==> src/rtl/write_release_mc_pkg.sv <==
// Shared types and helpers for the multi-channel write-release unit:
// FSM state encoding, FIFO-word layout and saturating counter arithmetic.
package write_release_pkg;

  typedef enum logic [2:0] {
    IDLE         = 3'd0,
    READ_FIFO    = 3'd1,
    PARSE        = 3'd2,
    FILTER       = 3'd3,
    WRITE_UPDATE = 3'd4,
    WRITE_WAIT   = 3'd5,
    RELEASE      = 3'd6
  } wr_state_e;

  localparam int unsigned ADDR_W  = 31;
  localparam int unsigned CNT_W   = 32;
  localparam logic [CNT_W-1:0] CNT_MAX = 32'hFFFF_FFFF;

  // Index width that stays legal for a single channel.
  function automatic int unsigned idx_width(input int unsigned n);
    return (n > 32'd1) ? $clog2(n) : 32'd1;
  endfunction

  // FIFO word is {filter_bit, entry}.
  function automatic int unsigned fifo_word_w(input int unsigned data_w);
    return data_w + 32'd1;
  endfunction

  function automatic logic [CNT_W-1:0] sat_inc(input logic [CNT_W-1:0] v);
    return (v == CNT_MAX) ? v : v + 32'd1;
  endfunction

endpackage

==> src/rtl/write_release_mc_rr_arbiter.sv <==
// Round-robin arbiter: picks the first requester after the last winner,
// wrapping; the pointer only moves when the caller accepts the grant.
module rr_arbiter
  import write_release_pkg::*;
#(
  parameter int unsigned N = 4,
  localparam int unsigned IDX_W = idx_width(N)
) (
  input  logic             i_clk,
  input  logic             i_rst,
  input  logic [N-1:0]     i_req,
  input  logic             i_advance,
  output logic [N-1:0]     o_grant,
  output logic [IDX_W-1:0] o_idx,
  output logic             o_valid
);

  logic [IDX_W-1:0] r_ptr;
  logic [31:0]      w_cand;
  logic [IDX_W-1:0] w_cand_idx;
  logic             w_hit;

  // Scan N slots starting just after the pointer and keep the first hit.
  always_comb begin
    o_grant    = '0;
    o_idx      = '0;
    o_valid    = 1'b0;
    w_cand     = 32'd0;
    w_cand_idx = '0;
    w_hit      = 1'b0;
    for (int unsigned k = 1; k <= N; k++) begin
      w_cand     = ((32'(r_ptr) + k) >= N) ? (32'(r_ptr) + k - N) : (32'(r_ptr) + k);
      w_cand_idx = IDX_W'(w_cand);
      w_hit      = i_req[w_cand_idx] & ~o_valid;
      o_grant[w_cand_idx] = o_grant[w_cand_idx] | w_hit;
      o_idx      = w_hit ? w_cand_idx : o_idx;
      o_valid    = o_valid | w_hit;
    end
  end

  // Pointer holds the last winner; reset value N-1 makes channel 0 win first.
  always_ff @(posedge i_clk or posedge i_rst) begin
    if (i_rst) begin
      r_ptr <= IDX_W'(N - 1);
    end else if (i_advance && o_valid) begin
      r_ptr <= o_idx;
    end
  end

endmodule

==> src/rtl/write_release_mc.sv <==
// Multi-channel write-release unit: drains compute write FIFOs round-robin,
// writes unfiltered entries to DDR at base+hash(key), then releases the key.
module write_release_mc
  import write_release_pkg::*;
#(
  parameter int unsigned NUM_CH           = 4,
  parameter int unsigned DATA_W           = 256,
  parameter int unsigned KEY_W            = 32,
  parameter int unsigned DDR_BASE         = 0,
  parameter int unsigned ENTRY_BYTES_LOG2 = 5,
  parameter int unsigned WR_LENGTH        = 32,
  parameter bit          RELEASE_ACK_EN   = 1'b1
) (
  input  logic                                i_clk,
  input  logic                                i_reset,
  input  logic [NUM_CH*fifo_word_w(DATA_W)-1:0] i_compute_write_fifo_q,
  input  logic [NUM_CH-1:0]                   i_compute_write_fifo_empty,
  output logic [NUM_CH-1:0]                   o_compute_write_fifo_rdreq,
  output logic                                o_wr_control_fixed_location,
  output logic [ADDR_W-1:0]                   o_wr_control_write_base,
  output logic [ADDR_W-1:0]                   o_wr_control_write_length,
  output logic                                o_wr_control_go,
  input  logic                                i_wr_control_done,
  output logic                                o_wr_user_write_buffer,
  output logic [DATA_W-1:0]                   o_wr_user_buffer_data,
  input  logic                                i_wr_user_buffer_full,
  input  logic [31:0]                         i_log_2_num_workers_in,
  output logic [NUM_CH-1:0]                   o_proc_key_release,
  input  logic [NUM_CH-1:0]                   i_proc_key_release_ack,
  output logic [CNT_W-1:0]                    o_filt_entries,
  output logic [CNT_W-1:0]                    o_write_count
);

  localparam int unsigned WORD_W = fifo_word_w(DATA_W);
  localparam int unsigned IDX_W  = idx_width(NUM_CH);

  wr_state_e          r_state;
  logic [IDX_W-1:0]   r_ch;
  logic               r_filter;
  logic [DATA_W-1:0]  r_entry;
  logic [KEY_W-1:0]   r_key;
  logic               r_done_seen;
  logic [NUM_CH-1:0]  r_rdreq;
  logic [ADDR_W-1:0]  r_base;
  logic [ADDR_W-1:0]  r_length;
  logic               r_go;
  logic               r_push;
  logic [DATA_W-1:0]  r_data;
  logic [NUM_CH-1:0]  r_release;
  logic [CNT_W-1:0]   r_filt;
  logic [CNT_W-1:0]   r_wcount;

  logic [NUM_CH-1:0]  w_grant;
  logic [IDX_W-1:0]   w_idx;
  logic               w_valid;
  logic               w_advance;
  logic [WORD_W-1:0]  w_word;
  logic [KEY_W-1:0]   w_shifted;
  logic [ADDR_W-1:0]  w_addr;
  logic               w_ack;

  assign w_advance = (r_state == IDLE);

  rr_arbiter #(.N(NUM_CH)) u_arb (
    .i_clk     (i_clk),
    .i_rst     (i_reset),
    .i_req     (~i_compute_write_fifo_empty),
    .i_advance (w_advance),
    .o_grant   (w_grant),
    .o_idx     (w_idx),
    .o_valid   (w_valid)
  );

  assign w_word = i_compute_write_fifo_q[32'(r_ch)*WORD_W +: WORD_W];
  assign w_ack  = i_proc_key_release_ack[r_ch];

  // Oversized shift amounts collapse the hash to slot 0 rather than wrapping.
  assign w_shifted = (i_log_2_num_workers_in >= 32'(KEY_W)) ? '0 : (r_key >> i_log_2_num_workers_in);
  assign w_addr    = ADDR_W'(DDR_BASE) + (ADDR_W'(w_shifted) << ENTRY_BYTES_LOG2);

  // Main FSM with all handshake outputs and counters registered.
  always_ff @(posedge i_clk or posedge i_reset) begin
    if (i_reset) begin
      r_state     <= IDLE;
      r_ch        <= '0;
      r_filter    <= 1'b0;
      r_entry     <= '0;
      r_key       <= '0;
      r_done_seen <= 1'b0;
      r_rdreq     <= '0;
      r_base      <= '0;
      r_length    <= '0;
      r_go        <= 1'b0;
      r_push      <= 1'b0;
      r_data      <= '0;
      r_release   <= '0;
      r_filt      <= '0;
      r_wcount    <= '0;
    end else begin
      r_rdreq <= '0;
      r_go    <= 1'b0;
      r_push  <= 1'b0;
      case (r_state)
        IDLE: begin
          r_release <= '0;
          if (w_valid) begin
            r_rdreq <= w_grant;
            r_ch    <= w_idx;
            r_state <= READ_FIFO;
          end
        end
        READ_FIFO: r_state <= PARSE;
        PARSE: begin
          r_filter <= w_word[DATA_W];
          r_entry  <= w_word[DATA_W-1:0];
          r_key    <= w_word[KEY_W-1:0];
          r_state  <= FILTER;
        end
        FILTER: begin
          if (r_filter) begin
            r_filt  <= sat_inc(r_filt);
            r_state <= RELEASE;
          end else begin
            r_base   <= w_addr;
            r_length <= ADDR_W'(WR_LENGTH);
            r_data   <= r_entry;
            r_go     <= 1'b1;
            r_state  <= WRITE_UPDATE;
          end
        end
        WRITE_UPDATE: begin
          // The master may finish before the data push; remember that.
          if (i_wr_control_done) r_done_seen <= 1'b1;
          if (!i_wr_user_buffer_full) begin
            r_push  <= 1'b1;
            r_state <= WRITE_WAIT;
          end
        end
        WRITE_WAIT: begin
          if (i_wr_control_done || r_done_seen) begin
            r_wcount    <= sat_inc(r_wcount);
            r_done_seen <= 1'b0;
            r_state     <= RELEASE;
          end
        end
        RELEASE: begin
          if (!RELEASE_ACK_EN) begin
            r_release <= NUM_CH'(1) << r_ch;
            r_state   <= IDLE;
          end else if (r_release == '0) begin
            r_release <= NUM_CH'(1) << r_ch;
          end else if (w_ack) begin
            r_release <= '0;
            r_state   <= IDLE;
          end
        end
        default: r_state <= IDLE;
      endcase
    end
  end

  assign o_compute_write_fifo_rdreq  = r_rdreq;
  assign o_wr_control_fixed_location = 1'b0;
  assign o_wr_control_write_base     = r_base;
  assign o_wr_control_write_length   = r_length;
  assign o_wr_control_go             = r_go;
  assign o_wr_user_write_buffer      = r_push;
  assign o_wr_user_buffer_data       = r_data;
  assign o_proc_key_release          = r_release;
  assign o_filt_entries              = r_filt;
  assign o_write_count               = r_wcount;

endmodule

==> config.mk <==
export PLATFORM = sky130hd
export DESIGN_NAME = write_release_mc
export DESIGN_NICKNAME = d
export VERILOG_FILES = /design/src/rtl/write_release_mc_pkg.sv /design/src/rtl/write_release_mc_rr_arbiter.sv /design/src/rtl/write_release_mc.sv
export SDC_FILE = /design/constraint.sdc
export NUM_CORES = 2
export LEC_CHECK = 0
export BUFFER_PORTS_ARGS = -buffer_cell sky130_fd_sc_hd__clkbuf_2
export CORE_AREA = 2 2 564 566
export CTS_CLUSTER_SIZE = 12
export DETAILED_ROUTE_END_ITERATION = 8
export DIE_AREA = 0 0 566 568
export GPL_TIMING_DRIVEN = 0
export PLACE_DENSITY = 0.34
export SLEW_MARGIN = 20
export SYNTH_ARGS = -nofsm -noshare
export SYNTH_HDL_FRONTEND = slang
export SYNTH_SLANG_ARGS = --single-unit
export TNS_END_PERCENT = 10
==> constraint.sdc <==
create_clock -name i_clk -period 28.8 [get_ports i_clk]
set_input_delay 8.64 -clock i_clk [delete_from_list [all_inputs] [get_ports i_clk]]
set_output_delay 8.64 -clock i_clk [all_outputs]
set_load 0.05 [all_outputs]
==> flow_summary.toml <==
[run_status]
status = "finished clean"

[floorplan]
die_x_um = 566
die-height_um = 568
io_pins = 1465
start_util = 0.102
rows = 207
coreArea_um2 = 316000
design.die.area_um2 = 321000

[cells_and_area]
fin_nets = 5357
drive_gt1_frac = 0.520
fill_cells = 35772
stdcell_area_um2 = 48600
final_core_util = 0.154
area_growth_pct = 50.1

[flow_run]
cap_violations = 0

[clock_network]
cts_tree = "done"
clock_sinks = 622
clk_latency_ns = 0.82
cts_resized = 0
numCtsBuffers = 92
clockBufferDepth = 4
post_cts_buffers = 0
root_buffer = "clkbuf_16"
htree_levels = 3
cts.clk_slew.worst_paths_ns = 0.06
ctsHoldBuffers = 0

[drt]
first_iter_violations = 2171
firstDrtPassIters = 6
wl_met2_um = 118000
drc = 0
wl_met3_um = 25900
viasPerCell = 3.54
top_layer_used = "met5"
final_antenna_net_count = 0
met1_length_um = 112000
vias = 30484
avgRoutedWirePerCell_um = 30.7
wl_um = 264000

[timing]
fin_ws_ns = 17.83
rsz0062_at_grt = "false"
finalHoldViolCount = 0
slew_headroom = 0.257
finalCritPeriodShare = 0.381
clock.fmax_ghz = 0.0911
period_minus_slack_ns = 10.97
slew_violations = 0
skew_ns = 0.0351
tightest_slew_ns = 1.12
setup_violations = 0

[setup_path]
cp_cell_sequence = "clkbuf_2 > nor4_1 > nand4_1 > or2_1 > clkbuf_1 > clkbuf_1 > nor4_1 > a21oi_1 > a21oi_1 > a22o_1"
crit_fanout = 10
worstPathArrival_ns = 11.71
critPathMaxStageDelay_ns = 0.45
ff2ff_setup_slack_ns = 24.98
critPathKind = "input pin to register"
crit_path_start_kind = "input pin"
rr_endpoint = "o_compute_write_fifo_rdreq[3]$_DFF_PP0_"
crit_path_end_kind = "register"
required_ns = 29.54
r2r-start = "u_arb.r_ptr[0]$_DFFE_PP1P_"
critPathSlowestCell = "nor4_1"
ff2ff_path_depth = 11

[synthesis]
yosysTopAreaCellShare = 0.479
synth.area.top_cells = "dfrtp_1, mux4_2, nand2_1"
ys_warn_count = 0
ys_ff_latch = 622
synth_top_flop_cell = "dfrtp_1"
synth.most_common_cell = "nand2_1"
synth.distinct_cells = 75
synthTopCellsByCount = "nand2_1, dfrtp_1, mux4_2, mux2_2, clkbuf_1"
synth_area_per_cell_um2 = 12.0
synth_cells = 2703
async_reset_ff_frac = 1.00
syn_area_um2 = 32400
yosysTopAreaCell = "dfrtp_1"
synth_edf_count = 0
seq_area_frac_synth = 0.481

[worst_hold_path]
min_to = "o_wr_user_buffer_data[253]$_DFFE_PP0P_"
holdCritStartpoint = "r_entry[253]$_DFFE_PP0P_"
worstHoldPathType = "register to register"
hold_depth = 2

[grt]
grt_pass1_wl_um = 336000
grt_max_degree = 96
antenna_found_initial = 233
globalRouteTotalUtil = 0.160
grt_pass1_vias = 31565
grt_overflow_total = 0

[placement]
place.gp.congestion = 0.941
placed_area_um2 = 45300
dp_slack_ns = 17.01
dp_hpwl_um = 235000
port_buffers = 1425

[power]
p_per_area_nw_per_um2 = 117
worst_ir_drop_vdd_v = 0.0000435
finalPower_uw = 5700
p_leak_uw = 0.0225
==> state kept, by name, indices dropped and copies added (netlist names), 2 cells and up <==
name / count
o_filt_entries: 32
o_wr_user_buffer_data: 256
r_entry: 256
o_proc_key_release: 4
o_write_count: 32
r_ch: 2
r_state: 3
o_wr_control_write_base: 26
u_arb.r_ptr: 2
o_compute_write_fifo_rdreq: 4
==> power breakdown <==
| part | switching [µW] | internal (µW) |
|---|---|---|
| combinational | 1960 | 988 |
| sequential | 325 | 1250 |
| clock | 486 | 691 |
| total | 2770 | 2930 |
==> critical path: cells and delay by family <==
family	cells	cell delay, ns
buf+inv	3	0.74
simple gates	4	1.54
compound gates	3	0.77
==> final cells by class <==
class                   count  area (µm²)  area share
diodes                     85         213     0.00438
plain buffers             225        1090      0.0224
clock buffers             129        2620      0.0539
clock inverters            32         430     0.00886
inverters                  14        60.1     0.00124
multi-input cells        1877       15800       0.326
flip-flops and latches    622       15600       0.320
well taps                4180        5230       0.108
repair buffers           1443        7540       0.155
==> routing by layer <==
metal | global-route usage | vias to the layer above
met4 | 0.0464 | 78
met3 | 0.0640 | 413
met5 | 0 | -
li1 | - | 12868
met1 | 0.201 | 15503
met2 | 0.251 | 1622
==> cells by family after synthesis <==
logic type | synth area share
compound gates | 0.0307
xor+xnor | 0.0173
fa+ha+maj | 0.00387
buf+inv | 0.0339
flops | 0.481
mux | 0.299
other cells | 0.000116
simple gates | 0.134
==> through the flow <==
step | setup TNS, ns | hold slack (ns) | cells
2_1_floorplan | 0 | 0.435 | 2738
3_5_place_dp | 0 | 0.449 | 8361
6_report | 0 | 0.457 | 8607
3_3_place_gp | -4330.30 | 0.450 | 8343
5_1_grt | 0 | 0.467 | 8561
4_1_cts | 0 | 0.452 | 8522
==> layout by cell type, fill, tap and decap left out, types with 36 or more instances in the layout <==
cell,n
buf_4,39
buf_2,44
nand2_1,852
clkbuf_1,127
conb_1,36
clkbuf_16,92
mux4_2,281
xnor2_1,47
nor2_1,39
clkbuf_2,1446
dfrtp_1,620
diode_2,85
mux2_2,262
==> how the worst max path moves through the flow <==
| stage | start | to | slack [ns] | depth (start not counted) |
|---|---|---|---|---|
| final | i_log_2_num_workers_in[7] | o_wr_control_write_base[11]$_DFFE_PP0P_ | 17.83 | 10 |
| after global placement | i_reset | r_entry[101]$_DFFE_PP0P_ | -7.22 | 2 |
| after global routing | i_log_2_num_workers_in[7] | o_wr_control_write_base[11]$_DFFE_PP0P_ | 17.83 | 10 |
| after CTS | i_log_2_num_workers_in[7] | o_wr_control_write_base[11]$_DFFE_PP0P_ | 17.89 | 10 |
| after detailed placement | i_log_2_num_workers_in[7] | o_wr_control_write_base[11]$_DFFE_PP0P_ | 17.01 | 10 |
| after floorplan | i_reset | o_compute_write_fifo_rdreq[0]$_DFF_PP0_ | 2.74 | 1 |
No activity file was read; power rests on OpenSTA's default activity.
